$ cat src/rtl/regfile_operand_sequencer.sv
// Operand sequencer for a 16x16 register file: issues decoded instructions, reads
// both operands (with writeback bypass), tracks pending writes and stalls on RAW/WAW.
module regfile_operand_sequencer (
  input  logic        clk,
  input  logic        reset,
  input  logic        issue_valid,
  output logic        issue_ready,
  input  logic [3:0]  issue_rs1,
  input  logic [3:0]  issue_rs2,
  input  logic [3:0]  issue_rd,
  input  logic        issue_rd_en,
  input  logic        wb_valid,
  input  logic [3:0]  wb_addr,
  input  logic [15:0] wb_data,
  output logic [12:0] rf_control,
  output logic [15:0] rf_write_data,
  input  logic [15:0] rf_read_data1,
  input  logic [15:0] rf_read_data2,
  output logic        op_valid,
  input  logic        op_ready,
  output logic [15:0] op_a,
  output logic [15:0] op_b,
  output logic [3:0]  op_rd,
  output logic        op_rd_en,
  output logic [15:0] busy
);

  localparam int DATA_W = 16;
  localparam int ADDR_W = 4;
  localparam int NREG   = 16;

  function automatic logic [DATA_W-1:0] bypass_sel(input logic hit,
                                                   input logic [DATA_W-1:0] wb_val,
                                                   input logic [DATA_W-1:0] rf_val);
    return hit ? wb_val : rf_val;
  endfunction

  function automatic logic wb_hits(input logic vld, input logic [ADDR_W-1:0] wa,
                                   input logic [ADDR_W-1:0] ra);
    return vld && (wa == ra);
  endfunction

  logic              byp1_p0;
  logic              byp2_p0;
  logic              bypd_p0;
  logic              haz_p0;
  logic              accept_p0;
  logic              consume_p1;
  logic [DATA_W-1:0] src_a_p0;
  logic [DATA_W-1:0] src_b_p0;
  logic [NREG-1:0]   busy_q;
  logic [NREG-1:0]   busy_nxt;

  logic              vld_p1;
  logic [DATA_W-1:0] a_p1;
  logic [DATA_W-1:0] b_p1;
  logic [ADDR_W-1:0] rd_p1;
  logic              rd_en_p1;

  // Stage p0: register-file addressing, bypass and hazard detection
  always_comb begin
    rf_control    = {issue_rs2, issue_rs1, wb_addr, wb_valid & ~reset};
    rf_write_data = wb_data;

    byp1_p0  = wb_hits(wb_valid, wb_addr, issue_rs1);
    byp2_p0  = wb_hits(wb_valid, wb_addr, issue_rs2);
    bypd_p0  = wb_hits(wb_valid, wb_addr, issue_rd);
    src_a_p0 = bypass_sel(byp1_p0, wb_data, rf_read_data1);
    src_b_p0 = bypass_sel(byp2_p0, wb_data, rf_read_data2);

    // A writeback landing this cycle releases the matching busy bit early.
    haz_p0 = (busy_q[issue_rs1] & ~byp1_p0) |
             (busy_q[issue_rs2] & ~byp2_p0) |
             (issue_rd_en & busy_q[issue_rd] & ~bypd_p0);

    issue_ready = ~reset & ~haz_p0 & (~vld_p1 | op_ready);
    accept_p0   = issue_valid & issue_ready;
    consume_p1  = vld_p1 & op_ready;
  end

  // Clear for the retiring write first so a new writer to the same register wins.
  always_comb begin
    busy_nxt = busy_q;
    if (wb_valid) begin
      busy_nxt[wb_addr] = 1'b0;
    end
    if (accept_p0 && issue_rd_en) begin
      busy_nxt[issue_rd] = 1'b1;
    end
  end

  // Stage p1: operand hold register toward execute
  always_ff @(posedge clk) begin
    if (reset) begin
      vld_p1   <= 1'b0;
      a_p1     <= '0;
      b_p1     <= '0;
      rd_p1    <= '0;
      rd_en_p1 <= 1'b0;
      busy_q   <= '0;
    end else begin
      busy_q <= busy_nxt;
      if (accept_p0) begin
        vld_p1   <= 1'b1;
        a_p1     <= src_a_p0;
        b_p1     <= src_b_p0;
        rd_p1    <= issue_rd;
        rd_en_p1 <= issue_rd_en;
      end else if (consume_p1) begin
        vld_p1 <= 1'b0;
      end
    end
  end

  assign op_valid = vld_p1;
  assign op_a     = a_p1;
  assign op_b     = b_p1;
  assign op_rd    = rd_p1;
  assign op_rd_en = rd_en_p1;
  assign busy     = busy_q;

endmodule

$ cat config.mk
export PLATFORM = sky130hd
export DESIGN_NAME = regfile_operand_sequencer
export DESIGN_NICKNAME = d
export VERILOG_FILES = /design/src/rtl/regfile_operand_sequencer.sv
export SDC_FILE = /design/constraint.sdc
export NUM_CORES = 1
export LEC_CHECK = 0
export CAP_MARGIN = 20
export CORE_AREA = 3 3 73 127
export DETAILED_ROUTE_END_ITERATION = 16
export DIE_AREA = 0 0 76 130
export PLACE_DENSITY = 0.77
export SKIP_LAST_GASP = 1
export SLEW_MARGIN = 20
export SYNTH_ARGS = -nofsm -noshare
export SYNTH_HDL_FRONTEND = slang
export SYNTH_SLANG_ARGS = --single-unit
$ cat constraint.sdc
create_clock -name clk -period 4.7 [get_ports clk]
set_input_delay 0.94 -clock clk [delete_from_list [all_inputs] [get_ports clk]]
set_output_delay 0.94 -clock clk [all_outputs]
set_load 0.01 [all_outputs]
# Word-level counts from Yosys, hierarchy flattened
# Index checks and enable logic that the tools add are counted.
op_classes:
  eq_ne: 3
  n_lt_le_gt_ge: 6
  n_mux: 16
  bitwise_logic: 21
  reduce_logical: 7
ops:
  columns: ["op", "n"]
  rows:
  - ["$mux W16", 4]
  - ["$lt A4 B5 Y1 const B", 4]
  - ["$and A16 B16 Y16", 1]
  - ["$not A16 Y16", 1]
  - ["$or A16 B16 Y16", 1]
  - ["$bmux W1 S4", 3]
  - ["$eq A4 B4 Y1", 3]
  - ["$and A1 B1 Y1", 9]
  - ["$demux W1 S4", 2]
  - ["$ge A4 B1 Y1 const B", 2]
  - ["$mux W1", 7]
  - ["$logic_and A1 B1 Y1", 6]
  - ["$not A1 Y1", 6]
  - ["$or A1 B1 Y1", 3]
  - ["$reduce_bool A2 Y1", 1]
word_totals:
  output_inout_bits: 84
  register_bits: 54
  in_bits: 70

# Logic depth before layout (Yosys ltp)
# Gate-level depths: netlist (run 1).
depth:
  word_depth: 12
  depth_mapped: 10

# Worst setup path before layout (run 1)
# No wires, ideal clock.
synth_path:
  path_type: "input to output"
  startpoint: "input port issue_rs2[1]"
  endpoint: "output port issue_ready"
  cell_stages: 8
  required_ns: 3.760
  path_slack_ns: 1.177
  arrival_time_ns: 2.583
  path_cell_list: "buf_2 > mux4_2 > o22ai_1 > o22ai_1 > a32oi_4 > o211ai_4 > buf_6 > inv_1"
synth_between:
  elab_chain_len: 9
  elab_cells_between_ends: 11
  classes_between: "eq/ne: 1; mux: 2; bitwise: 7; reduce/logical: 1"
synth_lines:
  columns: ["element", "line_no", "rtl"]
  rows:
  - ["from (decl)", "9", "input logic [3:0] issue_rs2,"]
  - ["branches (longest 3 deep; another with $bmux W1 S4)", null, null]
  - ["$and A1 B1 Y1 *", "73", "(busy_q[issue_rs2] & ~byp2_p0) |"]
  - ["$or A1 B1 Y1 *", "72", "haz_p0 = (busy_q[issue_rs1] & ~byp1_p0) |"]
  - ["$or A1 B1 Y1 *", "73", null]
  - ["$not A1 Y1 *", "76", "issue_ready = ~reset & ~haz_p0 & (~vld_p1 | op_ready);"]
  - ["$and A1 B1 Y1 * (2 in a row)", "76", null]
  - ["to (decl)", "7", "output logic issue_ready,"]
# Mark *: on every way between the ends. The select of a mux whose other input is x is not followed.

# Worst setup path in the final report (run 1)
layout_path:
  startpoint: "input port issue_rd[0]"
  endpoint: "output port issue_ready"
layout_between:
  elab_chain_len: 8
  elab_cells_between_ends: 11
  classes_between: "eq/ne: 1; mux: 2; bitwise: 7; reduce/logical: 1"
layout_lines:
  columns: ["element", "line_no", "rtl"]
  rows:
  - ["from (decl)", "10", "input logic [3:0] issue_rd,"]
  - ["$bmux W1 S4 / $eq A4 B4 Y1 (equally long branches)", "74, 40", null]
  - ["$mux W1 (implied by the code) / $logic_and A1 B1 Y1 (equally long branches)", "74, 40", null]
  - ["$and A1 B1 Y1 / $not A1 Y1 (equally long branches)", "74", "(issue_rd_en & busy_q[issue_rd] & ~bypd_p0);"]
  - ["$and A1 B1 Y1 *", "74", null]
  - ["$or A1 B1 Y1 *", "73", null]
  - ["$not A1 Y1 *", "76", null]
  - ["$and A1 B1 Y1 * (2 in a row)", "76", null]
# Every way passes the cells marked *; elsewhere a longest branch is shown, timed or not. The select of a mux whose other input is x is not followed.

==> impl_metrics.csv, run 1 <==
group,metric,value,unit
clock_tree,cts_setup_buffers,0,
cells_and_area,final_nets,523,
floorplanning,rows,44,
global_routing,grt_pass1_wl,17.69,mm
drt,ant_nets,0,
cells_and_area,finalNonFillerCells,569,
synth,yosys_warnings,0,
timing,hold_ws,0.4859,ns
setup_path,crit_fanout,7,
setup_path,end_kind,"primary output",
setup_path,rrSetupSlack,2.11,ns
placement,placedCellCount,561,
floorplanning,ios,154,
clock_tree,ctsResizeCount,0,
timing,slew-limit-headroom,28.55,%
placement,post-dp-hpwl,8.722,mm
timing,fmax,225.5,MHz
status,status,"complete, no violations",
drt,wl_per_cell,20.13,um
power,peakVddDrop,0.0002296,V
floorplanning,dieArea,9880,um2
clock_tree,insertion_delay,0.29,ns
synth,synth_edf_count,0,
setup_path,arrival,3.50,ns
global_routing,grt-ovfl-total,0,
cells_and_area,area_delta_synth_final,46.90,%
timing,tns,0,ns
job,cap_violations,0,
drt,firstDrtPassIters,4,
placement,gp_congestion,0.9965,
global_routing,grt_pass1_vias,3438,
placement,port_buffers,153,
timing,fin_ws,0.2644,ns
drt,wirelength,11.46,mm
timing,fin_skew,0.004612,ns
floorplanning,die_w,76,um
timing,finalCritPeriodShare,94.37,%
synth,avgSynthCellArea,9.631,um2
timing,slew_viol_final,0,
setup_path,crit_path_start_kind,"input port",
cells_and_area,drive_above_1_share,15.86,%
setup_path,cp.required,3.76,ns
synth,synth_nets,414,
drt,via_count,3273,
clock_tree,h-tree-depth,2,
clock_tree,ctsLongestPathBuffers,2,
synth,yosys.cell_types.count,39,
placement,dpl_worst_slack,0.2867,ns
timing,finalSetupViolCount,0,
floorplanning,fp.coreArea,8313,um2
timing,worst_pin_slew,1.069,ns
synth,synth_cells,344,
synth,ys_seq_elements,54,
synth,ys_seq_area_share,32.63,%
power,cellPowerDensity,252.3,nW/um2
cells_and_area,n_antenna_cell,0,
clock_tree,cts_tree,"done",
clock_tree,postCtsHoldBufs,0,
clock_tree,cts_buffers,5,
drt,via_per_inst,5.752,
drt,drc,0,
power,p_leak,1.908,nW
global_routing,antenna_found_initial,0,
synth,async_flop_share,0,%
clock_tree,clk_pin_slew,0.07,ns
drt,drtIter0Drc,216,
timing,rsz0062_at_grt,"no",
floorplanning,die_h,130,um
synth,yosys_most_used_dff,"dfxtp_1",
timing,min_period,4.436,ns
clock_tree,cts-root-buf,"clkbuf_16",
global_routing,grt_max_degree,49,
global_routing,groute.usage.overall,22.61,%
timing,finalHoldViolations,0,
floorplanning,initial_core_util,39.86,%
clock_tree,cts.sinks,54,
setup_path,crit_type,"input port to primary output",
synth,synthesis.area,3313,um2
worst_hold_path,worst_hold_path_type,"flop to flop",
-- per-stage QoR --
stage,power [mW],utilization [%],area (um2)
detailed placement,0.8243,56.56,4702
global placement,0.8198,56.56,4702
finish,1.228,58.55,4867
global route,1.277,58.55,4867
floorplan,0.6642,-,3313
CTS,1.238,58.55,4867
-- synth_stat cells, types with 2 or more instances --
| cell | count | area, um2 |
|---|---|---|
| nor2_1 | 2 | 7.510 |
| inv_1 | 3 | 11.26 |
| o211ai_1 | 8 | 60.06 |
| mux4_2 | 11 | 247.7 |
| o22ai_1 | 2 | 12.51 |
| clkbuf_1 | 15 | 56.30 |
| o31ai_1 | 14 | 105.1 |
| buf_1 | 3 | 11.26 |
| and3_1 | 2 | 12.51 |
| nor2b_1 | 4 | 25.02 |
| buf_4 | 28 | 210.2 |
| nor3_1 | 35 | 175.2 |
| buf_2 | 13 | 65.06 |
| xnor2_1 | 3 | 26.28 |
| nand2_1 | 8 | 30.03 |
| dfxtp_1 | 54 | 1081 |
| a31o_2 | 32 | 280.3 |
| o21ai_0 | 7 | 35.03 |
| mux2_2 | 4 | 45.04 |
| buf_6 | 2 | 22.52 |
| a21oi_1 | 6 | 30.03 |
| nand2b_1 | 5 | 31.28 |
| xor2_1 | 9 | 78.83 |
| mux2i_1 | 36 | 360.4 |
| nand3_1 | 20 | 100.1 |
| o311ai_0 | 5 | 43.79 |
-- per-layer routing --
layer,global-route usage (%),share of wire [%],vias up
met3,5.318,6.5,37
met4,15.90,4.6,0
met5,0,0,-
met1,21.83,34,1565
met2,42.31,55,174
li1,-,-,1497
-- state kept, by name (all words and copies together) (netlist names) --
signal	cells
busy	16
op_b	16
op_a	16
op_rd_en	1
op_rd	4
op_valid	1
-- layout make-up --
cell class              instances  area, um2
multi-input cells             226       1859
clock buffers                   5      125.1
flip-flops and latches         54       1081
inverters                       3      11.26
repair buffers                163       1607
fillers                       740       3446
clock inverters                 3      40.04
well taps                     115      143.9
-- cells by family (layout without fill, tap and decap cells) --
| logic type | count (synthesis) | count (layout) | synth area share (%) |
|---|---|---|---|
| buffers and inverters | 64 | 174 | 11.37 |
| xor gates and xnor gates | 12 | 12 | 3.172 |
| muxes | 52 | 52 | 20.39 |
| DFF | 54 | 54 | 32.63 |
| AOI/OAI and AO/OA | 80 | 80 | 19.68 |
| and+or+nand+nor | 82 | 82 | 12.77 |
-- layout by cell type (no fill, tap or decap), types with 5 or more instances in the layout --
master,instances
clkdlybuf4s50_1,153
dfxtp_1,54
mux2i_1,36
nor3_1,35
a31o_2,32
nand3_1,20
o31ai_1,14
mux4_2,11
buf_4,10
xor2_1,9
nand2_1,8
o211ai_1,8
o21ai_0,7
a21oi_1,6
nand2b_1,5
o311ai_0,5
clkbuf_16,5
-- power breakdown --
group / internal, mW / switching (mW) / total [mW]
clock: 0.250 / 0.164 / 0.414
combinational: 0.174 / 0.140 / 0.314
sequential: 0.484 / 0.0157 / 0.500
total: 0.908 / 0.320 / 1.23
-- critical path, cell delays in order --
cell and delay, ns:
clkdlybuf4s50_1 0.69, mux4_2 0.54, mux2i_1 0.15, mux2i_1 0.16, a32oi_4 0.30, o211ai_4 0.10, inv_1 0.07, clkdlybuf4s50_1 0.53
-- path summary, 6_finish.rpt --
kind / cells past startpoint / endpoint / startpoint
setup / recovery: 8 / issue_ready / issue_rd[0]
hold / removal: 1 / op_a[3] / op_a[3]
setup reg to reg: 6 / op_a[5] / busy[8]
hold reg to reg: 1 / op_a[3] / op_a[3]
(Power assumes the default switching activity.)
==> run 2: changes to the inputs <==
--- a/config.mk
+++ b/config.mk
@@ -9,6 +9,7 @@
 export CORE_AREA = 3 3 73 127
 export DETAILED_ROUTE_END_ITERATION = 16
 export DIE_AREA = 0 0 76 130
+export HOLD_SLACK_MARGIN = 0.15
 export PLACE_DENSITY = 0.77
 export SKIP_LAST_GASP = 1
 export SLEW_MARGIN = 20
==> results of run 2 <==
Final layout, timing and power as in run 1 (identical DEF).
